[config.mk]
export PLATFORM = sky130hd
export DESIGN_NAME = rr_arbiter_bin
export DESIGN_NICKNAME = d
export VERILOG_FILES = /design/src/rtl/rr_arb_pkg.sv /design/src/rtl/rr_pick.sv /design/src/rtl/rr_arbiter_bin.sv
export SDC_FILE = /design/constraint.sdc
export NUM_CORES = 1
export LEC_CHECK = 0
export ABC_AREA = 0
export CORE_ASPECT_RATIO = 1.25
export CORE_MARGIN = 2
export CORE_UTILIZATION = 56
export CTS_BUF_LIST = sky130_fd_sc_hd__clkbuf_16
export DETAILED_ROUTE_END_ITERATION = 6
export PLACE_DENSITY = 0.83
export SYNTH_ARGS = -nofsm -noshare
export SYNTH_HDL_FRONTEND = slang
export SYNTH_SLANG_ARGS = --single-unit
[constraint.sdc]
create_clock -name Clk_I -period 4.1 [get_ports Clk_I]
set_input_delay 0.82 -clock Clk_I [delete_from_list [all_inputs] [get_ports Clk_I]]
set_output_delay 0.82 -clock Clk_I [all_outputs]
set_load 0.05 [all_outputs]
[src/rtl/rr_arb_pkg.sv]
// Shared types and helpers for the round-robin binary-index arbiter.
package rr_arb_pkg;

  typedef enum logic {
    ARB  = 1'b0,
    HOLD = 1'b1
  } arb_state_e;

  localparam int unsigned REQ_N_DEF = 16;
  localparam int unsigned IDX_W_DEF = 4;

  // Priority pointer after an accepted grant; lock keeps priority on the winner.
  function automatic int unsigned next_ptr(input int unsigned idx,
                                           input logic        lock,
                                           input int unsigned n);
    return lock ? idx : ((idx + 1) % n);
  endfunction

endpackage

[src/rtl/rr_pick.sv]
// Combinational round-robin pick: rotate, lowest-index-first search, rotate back.
module rr_pick
  import rr_arb_pkg::*;
#(
  parameter int unsigned REQ_N = REQ_N_DEF,
  parameter int unsigned IDX_W = IDX_W_DEF
) (
  input  logic [REQ_N-1:0] req,
  input  logic [IDX_W-1:0] ptr,
  output logic [IDX_W-1:0] winner,
  output logic             any_req
);

  logic [2*REQ_N-1:0] dbl;
  logic [REQ_N-1:0]   rot;
  logic [IDX_W-1:0]   off;

  // Bit 0 of rot is requester ptr, so the search begins at the pointer.
  assign dbl = {req, req} >> ptr;
  assign rot = dbl[REQ_N-1:0];

  always_comb begin
    off = '0;
    for (int unsigned i = 0; i < REQ_N; i++) begin
      if (rot[REQ_N-1-i]) off = IDX_W'(REQ_N-1-i);
    end
  end

  // Power-of-two REQ_N makes the IDX_W overflow the wrap back to 0.
  assign winner  = ptr + off;
  assign any_req = |req;

endmodule

[src/rtl/rr_arbiter_bin.sv]
// Round-robin arbiter with registered binary grant index and valid/ready hold.
// Optional feature: define RR_ARB_LOCK_EN to add Lock_I (repeat winner on accept).
module rr_arbiter_bin
  import rr_arb_pkg::*;
#(
  parameter int unsigned REQ_N = REQ_N_DEF,
  parameter int unsigned IDX_W = IDX_W_DEF
) (
  input  logic             Clk_I,
  input  logic             Rst_I,
  input  logic [REQ_N-1:0] Req_I,
  input  logic             Gnt_Ready_I,
`ifdef RR_ARB_LOCK_EN
  input  logic             Lock_I,
`endif
  output logic             Gnt_Valid_O,
  output logic [IDX_W-1:0] Gnt_Idx_O
);

  arb_state_e       state;
  logic [IDX_W-1:0] ptr;
  logic [IDX_W-1:0] pick_idx;
  logic             pick_any;
  logic             lock;

`ifdef RR_ARB_LOCK_EN
  assign lock = Lock_I;
`else
  assign lock = 1'b0;
`endif

  rr_pick #(
    .REQ_N (REQ_N),
    .IDX_W (IDX_W)
  ) u_pick (
    .req     (Req_I),
    .ptr     (ptr),
    .winner  (pick_idx),
    .any_req (pick_any)
  );

  always_ff @(posedge Clk_I) begin
    if (Rst_I) begin
      state       <= ARB;
      ptr         <= '0;
      Gnt_Valid_O <= 1'b0;
      Gnt_Idx_O   <= '0;
    end else begin
      case (state)
        ARB: begin
          if (pick_any) begin
            Gnt_Idx_O   <= pick_idx;
            Gnt_Valid_O <= 1'b1;
            state       <= HOLD;
          end
        end
        HOLD: begin
          // Grant stays presented regardless of Req_I until accepted.
          if (Gnt_Ready_I) begin
            Gnt_Valid_O <= 1'b0;
            ptr         <= IDX_W'(next_ptr(32'(Gnt_Idx_O), lock, REQ_N));
            state       <= ARB;
          end
        end
        default: state <= ARB;
      endcase
    end
  end

endmodule

==> results.md, run 1 <==
- Fillers: 163
- P&R area growth vs syn: 44.9%
- Full die area: 3480 µm²
- I/O pins: 24
- Finished Cell Area: 2450 µm²
- First-pass GRT wire length: 9.66 mm
- Worst-Skew Late Latency: 0.24 ns
- Rel. slew slack: 57.8%
- Critical path class: primary input to flip-flop
- Largest net degree at the start of global routing: 29
- Sequential share of power: 16.7%
- Post-synth top area cell: mux4_2
- Reg clk slew, reported paths: 0.04 ns
- #FFs+latches synth: 10
- Clock Power Share: 23.5%
- TritonCTS clock tree: done
- Sw frac: 38.6%
- Asr flop ratio synth: 0%
- DP HPWL: 4.27 mm
- Highest clock rate: 0.256 GHz
- Pwr Density: 297 nW/µm²
- Tot GR Track Use: 37.7%
- Initial DRT Pass Iterations: 4
- Most frequent cells in the layout: buf_4, nand2_1, nor2_1, mux2i_1, mux4_2
- Syn Std Cell Area: 1690 µm²
- Placed Area: 2260 µm²
- Antenna cells: 0
- Longest Clk Path Bufs: 2
- Worst VDD drop: 0.398 mV
- Starting density of the core: 58.0%
- Synth Area in Compound Gates: 22.6%
- Vias in the first global route: 2065
- HP Class: flip-flop to flip-flop
- Final max-slew violation count: 0
- Root buffer cell: clkbuf_16
- Post-Synth XOR/XNOR Area: 2.07%
- Synthesis Warnings: 0
- DR vias: 1956
- Final core utilization: 84.0%
- Post-DR vias/cell: 6.72
- Total negative slack: 0 ns
- Max cap viols: 0
- # DRC: 0
- CP Data Required Time: 4.21 ns
- CTS H-tree lvls: 1
- Setup Viol. Count Final: 0
- Drt wl/cell: 21.2 µm
- Yosys top cell area share: 16.0%
- Final Hold Fails: 0
- Yosys cell types: 52
- Post-Syn Instances: 193
- Synth Area in Adders: 4.14%
- Mean post-synth cell area: 8.77 µm²
- Proportion of synthesized area in mux cells: 34.7%
- Post-Synth Simple-Gate Area: 19.0%
- Core Rows: 22
- Outcome: finished, final reports clean
- Mapped Nets: 217
- Register-to-Register Setup Slack: 0.30 ns
- Slew @ Worst Pin: 0.632 ns
- Layout Skew: 0.000483 ns
- Post-route clock period utilization: 95.4%
- Layout cell share with drive strength beyond 1: 44.3%
- Signal arrival time at the worst endpoint: 4.03 ns
- Final antenna-violating net count: 0
- Tot Pwr: 0.728 mW
- Overflow after GRT: 0
- R2R depth: 16
- Critical-path maximum fanout: 7
- Final #Nets: 281
- Power Internal: 0.447 mW
- Crit. End Element: flip-flop
- EDFF count, synth: 0
- PortBufs: 23
- Gp weighted congestion: 1.05
- RSZ-0062 raised after global routing: false
- Combinational cell fraction of total power: 59.8%
- Total CTS buffers: 3
- Core Region: 2920 µm²
- Top FF cell, synth: dfxtp_1
- Final wirelength: 6.16 mm
- Die width: 53.2 µm
- Initial antenna violation count: 0
- Hold depth: 2
- Final min period: 3.91 ns
- Most common cell after layout, fill and taps aside: buf_4
- Vert. Die Dim: 65.5 µm
- Seq/Total Area, Yosys: 11.8%
- CP startpoint kind: primary input
- Clk sink count: 10
- Ranking of synthesized cells by area: mux4_2, dfxtp_1, mux2i_1
- Psw: 0.281 mW
- Hold_buf cts: 0
- Leakage: 0.991 nW
- DR iter-0 viols: 96
- Largest family of logic cells by synthesized area: multiplexers
[flip-flops by register name, summed over array words and instances, names as in the netlist]
signal and count:
Gnt_Idx_O 4, ptr 4, Gnt_Valid_O 1, state 1
[stage by stage]
| stage | cells | hold slack (ns) | setup slack, ns |
|---|---|---|---|
| finish | 291 | 0.545 | 0.188 |
| detailed placement | 286 | 0.496 | -0.678 |
| global placement | 286 | 0.477 | -0.429 |
| CTS | 291 | 0.544 | 0.0142 |
| global route | 291 | 0.563 | 0.0499 |
| floorplan | 193 | 0.490 | 0.309 |
[path summary, 6_finish.rpt]
path,from,to
setup / recovery,Req_I[4],Gnt_Idx_O[3]
hold / removal,state,state
setup reg to reg,ptr[1],Gnt_Idx_O[3]
hold reg to reg,state,state
[worst max-delay path: stages]
cell and delay [ns]:
clkbuf_2 0.14, mux4_2 0.49, mux2_4 0.31, a211oi_2 0.21, a21oi_1 0.06, o31ai_1 0.28
a21oi_1 0.13, o32ai_2 0.35, ha_2 0.24, a21o_1 0.16, a21oi_2 0.08, xnor2_2 0.19
nor3b_2 0.08, o41ai_2 0.06, mux2i_1 0.10, or3_1 0.31
[cell type report]
| type | count | area, µm² | area share, % |
|---|---|---|---|
| Multi-Input combinational cell | 164 | 1540 | 63.0 |
| Timing Repair Buffer | 73 | 568 | 23.2 |
| Sequential cell | 10 | 201 | 8.21 |
| Clock buffer | 3 | 75.1 | 3.06 |
| Tap cell | 36 | 45.0 | 1.84 |
| Inverter | 5 | 18.8 | 0.765 |
[cells in the mapped netlist (5+ instances only)]
cell,n
mux2_2,6
a21oi_1,13
o21ai_0,5
clkbuf_1,8
nor2_1,15
inv_1,5
a211oi_1,8
mux4_2,12
dfxtp_1,10
nand2_1,17
mux2i_1,19
nor4_1,5
[power by group through the flow]
stage	Combinational (mW)	Clock (mW)	Sequential, mW
2_1_floorplan	0.208	0	0.136
5_1_grt	0.461	0.177	0.123
6_report	0.435	0.171	0.122
3_3_place_gp	0.367	0	0.120
4_1_cts	0.403	0.173	0.121
3_5_place_dp	0.382	0	0.121
[kinds of logic (layout without fill, tap and decap cells)]
family,Yosys count,in the layout
muxes,41,41
buffers and inverters,19,81
DFF,10,10
AOI/OAI and AO/OA,53,53
adders and majority gates,5,5
xor gates and xnor gates,4,4
and+or+nand+nor,61,61
[per-layer routing]
layer  global-route usage (%)  up-vias  part of all wire [%]
met5                        0        -                     0
met4                     17.9        0                   4.5
met1                     40.3      946                    36
met3                     3.41       31                   5.8
li1                         -      883                     -
met2                     71.4       96                    54
[what timing repair did]
action,4_1_cts,5_1_grt
setup buffers,2,0
gates cloned,0,0
pin swaps,4,13
gates resized for setup,25,50
endpoints found under the hold margin,0,0
endpoints found under the setup margin,3,1
No activity file was read; power rests on OpenSTA's default activity.
==> inputs of run 2 (changes only) <==
==> constraint.sdc (replaced) <==
create_clock -name Clk_I -period 4.1 [get_ports Clk_I]
set_input_delay 0.82 -clock Clk_I [delete_from_list [all_inputs] [get_ports Clk_I]]
set_output_delay 0.82 -clock Clk_I [all_outputs]
set_load 0.02 [all_outputs]
==> results of run 2 <==
Same layout as run 1 (identical final DEF). Status: finished, final reports clean.
Main changes from that run: total power 0.728 mW -> 0.716 mW
==> inputs of run 3 (changes only) <==
--- a/config.mk
+++ b/config.mk
@@ -8,10 +8,12 @@
 export ABC_AREA = 0
 export CORE_ASPECT_RATIO = 1.25
 export CORE_MARGIN = 2
-export CORE_UTILIZATION = 56
+export CORE_UTILIZATION = 59
 export CTS_BUF_LIST = sky130_fd_sc_hd__clkbuf_16
 export DETAILED_ROUTE_END_ITERATION = 6
-export PLACE_DENSITY = 0.83
+export PLACE_DENSITY = 0.87
+export SLEW_MARGIN = 20
 export SYNTH_ARGS = -nofsm -noshare
 export SYNTH_HDL_FRONTEND = slang
+export SYNTH_HIERARCHICAL = 1
 export SYNTH_SLANG_ARGS = --single-unit
==> constraint.sdc (replaced) <==
create_clock -name Clk_I -period 4.6 [get_ports Clk_I]
set_input_delay 0.92 -clock Clk_I [delete_from_list [all_inputs] [get_ports Clk_I]]
set_output_delay 0.92 -clock Clk_I [all_outputs]
set_load 0.02 [all_outputs]
==> run 3 against run 2 <==
The flow now finishes with violations (DRC). Design area fell by 23%. Clock power fell by 12%. Combinational power fell by 44%. Register-to-register slack improved by 0.57 ns. Count of clock-buffer cells in the layout did not move. Core utilization fell by 12 points. Cell count fell by 33%. Sequential share of layout area rose by 2.4 points. Die area fell by 10%. Global-route usage fell by 12 points. Critical endpoint unchanged. Largest cell class unchanged. Highest routed layer unchanged.
==> results.md, run 3 <==
- HP Class: flip-flop to flip-flop
- Seq/Total Area, Yosys: 12.6% (+0.79 points)
- Full die area: 3120 µm² (-10%)
- Placed Area: 1820 µm² (-20%)
- Pwr Density: 260 nW/µm²
- Violated checks: DRC
- Most common cell after layout, fill and taps aside: clkdlybuf4s50_1
- Non-filler cells, final: 194 (-33%)
- Finished Cell Area: 1890 µm² (-23%)
- Reg clk slew, reported paths: 0.04 ns (about the same)
- Initial antenna violation count: 0 (unchanged)
- Outcome: finished, violations left
- Top post-synthesis cells by count: mux4_2, mux2i_1, nor2_1
- CP Data Required Time: 4.70 ns (+0.49 ns)
- First-pass GRT wire length: 6.04 mm (-37%)
- Ranking of synthesized cells by area: mux4_2, mux4_1, dfxtp_1
- Gp weighted congestion: 0.982 (-6.2%)
- Post-DR vias/cell: 6.84 (+1.8%)
- Critical path class: primary input to flip-flop
- Layout Skew: 0.00158 ns (+0.00110 ns)
- P&R area growth vs syn: 19.4%
- #FFs+latches synth: 10 (unchanged)
- Syn Std Cell Area: 1590 µm² (-6.3%)
- Post-synth top area cell: mux4_2
- Hold_buf cts: 0 (unchanged)
- Yosys cell types: 45 (-13%)
- Core Rows: 21 (-4.5%)
- Signal arrival time at the worst endpoint: 4.35 ns (+0.32 ns)
- Final wirelength: 3.75 mm (-39%)
- Highest clock rate: 0.235 GHz
- Leakage: 0.690 nW (-30%)
- Mapped Nets: 164 (-24%)
- Layout cell share with drive strength beyond 1: 26.3% (-18 points)
- Final Hold Fails: 0 (unchanged)
- Tot GR Track Use: 25.9% (-12 points)
- Setup Fix Bufs, Post-CTS: 0 (-2)
- TritonCTS clock tree: done
- DR vias: 1327 (-32%)
- Fillers: 176 (+8.0%)
- Count leader, synth: mux4_2
- Core Region: 2630 µm² (-9.9%)
- Vias in the first global route: 1291 (-37%)
- Longest Clk Path Bufs: 2 (unchanged)
- DR iter-0 viols: 47 (-51%)
- Max cap viols: 0 (unchanged)
- Storage cell area: 200 µm² (-0.62%)
- Setup slack at placement: 0.106 ns (+0.784 ns)
- I/O pins: 24 (unchanged)
- Critical-path maximum fanout: 5 (-2)
- EDFF count, synth: 0 (unchanged)
- Largest net degree at the start of global routing: 20 (-31%)
- Multi-input gate area: 1310 µm² (-15%)
- Setup Viol. Count Final: 0 (unchanged)
- Worst-Skew Late Latency: 0.23 ns (about the same)
- PortBufs: 23 (unchanged)
- CP startpoint kind: primary input
- Final max-slew violation count: 0 (unchanged)
- # DRC: 2 (+2)
- Vert. Die Dim: 62.0 µm (-5.3%)
- Overflow after GRT: 0 (unchanged)
- Dpl cells: 191 (-33%)
- Drt wl/cell: 19.3 µm (-8.7%)
- Initial DRT Pass Iterations: 7 (+3)
- Most frequent cells in the layout: clkdlybuf4s50_1, mux4_2, mux2i_1
- DP HPWL: 2.98 mm (-30%)
- Synthesis Warnings: 6 (+6)
- Slew @ Worst Pin: 0.581 ns (-0.0514 ns)
- Top FF cell, synth: dfxtp_1
- Top flop regs: Gnt_Idx_O (4), ptr (4)
- Rel. slew slack: 61.2% (+3.4 points)
- Asr flop ratio synth: 0% (unchanged)
- Worst VDD drop: 0.286 mV
- Final antenna-violating net count: 0 (unchanged)
- Post-route clock period utilization: 92.4%
- Post-Syn Instances: 140 (-27%)
- Setup WS post-layout: 0.350 ns (+0.162 ns)
- RSZ-0062 raised after global routing: false
- Mean post-synth cell area: 11.3 µm² (+29%)
- Root buffer cell: clkbuf_16
- Final #Nets: 186 (-34%)
- Total negative slack: 0 ns (unchanged)
- Total CTS buffers: 3 (unchanged)
- Post-CTS resize count: 0 (-100%)
- Yosys top cell area share: 22.7% (+6.7 points)
- Crit. End Element: flip-flop
- Antenna cells: 0 (unchanged)
- Clk sink count: 10 (unchanged)
- Starting density of the core: 60.4% (+2.4 points)
- CTS H-tree lvls: 1 (unchanged)
- Final min period: 4.25 ns
- Die width: 50.4 µm (-5.3%)
run 3: worst max-delay path: stages:
cell and delay [ns]:
clkdlybuf4s50_1 0.48, mux4_1 0.63, mux4_2 0.53, or2_4 0.28
nor2_1 0.09, o21ai_1 0.06, a41oi_1 0.30, ha_1 0.29
a21o_1 0.15, a21oi_1 0.16, xnor2_1 0.16, xnor2_1 0.10
mux2i_1 0.13, nor2_1 0.05
run 3: worst paths after layout:
kind / start / endpoint / slack (ns) / cells after the start
min: Gnt_Valid_O / Gnt_Valid_O / 0.49 / 2
max reg2reg: ptr[1] / Gnt_Idx_O[3] / 0.87 / 14
min reg2reg: Gnt_Valid_O / Gnt_Valid_O / 0.49 / 2
max: Req_I[7] / Gnt_Idx_O[3] / 0.35 / 14
run 3: report_power, final:
part           total (mW)  internal, mW  switching [mW]  leakage (nW)
registers           0.104        0.0952         0.00833        0.0823
clock network       0.150         0.112          0.0378        0.0370
logic               0.238         0.121           0.118         0.571
total               0.492         0.328           0.164         0.690
run 3: stage by stage:
stage	utilization, %	power, mW	hold slack, ns
2_1_floorplan	-	0.276	0.490
3_3_place_gp	69.2	0.332	0.472
3_5_place_dp	69.2	0.340	0.488
4_1_cts	72.1	0.493	0.497
5_1_grt	72.1	0.520	0.529
6_report	72.1	0.492	0.491
run 3: final cells by class:
cell class | count | area share (%)
clock buffer | 3 | 3.96
tap | 34 | 2.25
sequential | 10 | 10.6
inverter | 3 | 0.594
multi-input combinational | 117 | 68.9
timing repair buffer | 27 | 13.7
run 3: cell families (layout without fill, tap and decap cells):
| logic type | after synthesis | in the layout | share of synthesized area [%] |
|---|---|---|---|
| XOR/XNOR | 5 | 5 | 2.76 |
| AO/OA/AOI/OAI | 16 | 16 | 8.60 |
| adder cells (fa/ha/maj) | 5 | 5 | 4.42 |
| buffers and inverters | 13 | 33 | 5.13 |
| multiplexers | 49 | 49 | 52.5 |
| AND/OR/NAND/NOR | 42 | 42 | 14.0 |
| flip-flops | 10 | 10 | 12.6 |
run 3: routing by layer:
layer	wire length [µm]	vias up	track usage, %
met2	2010	56	48.1
met4	91	0	9.65
li1	-	607	-
met3	151	8	3.59
met5	0	-	0
met1	1490	656	31.1
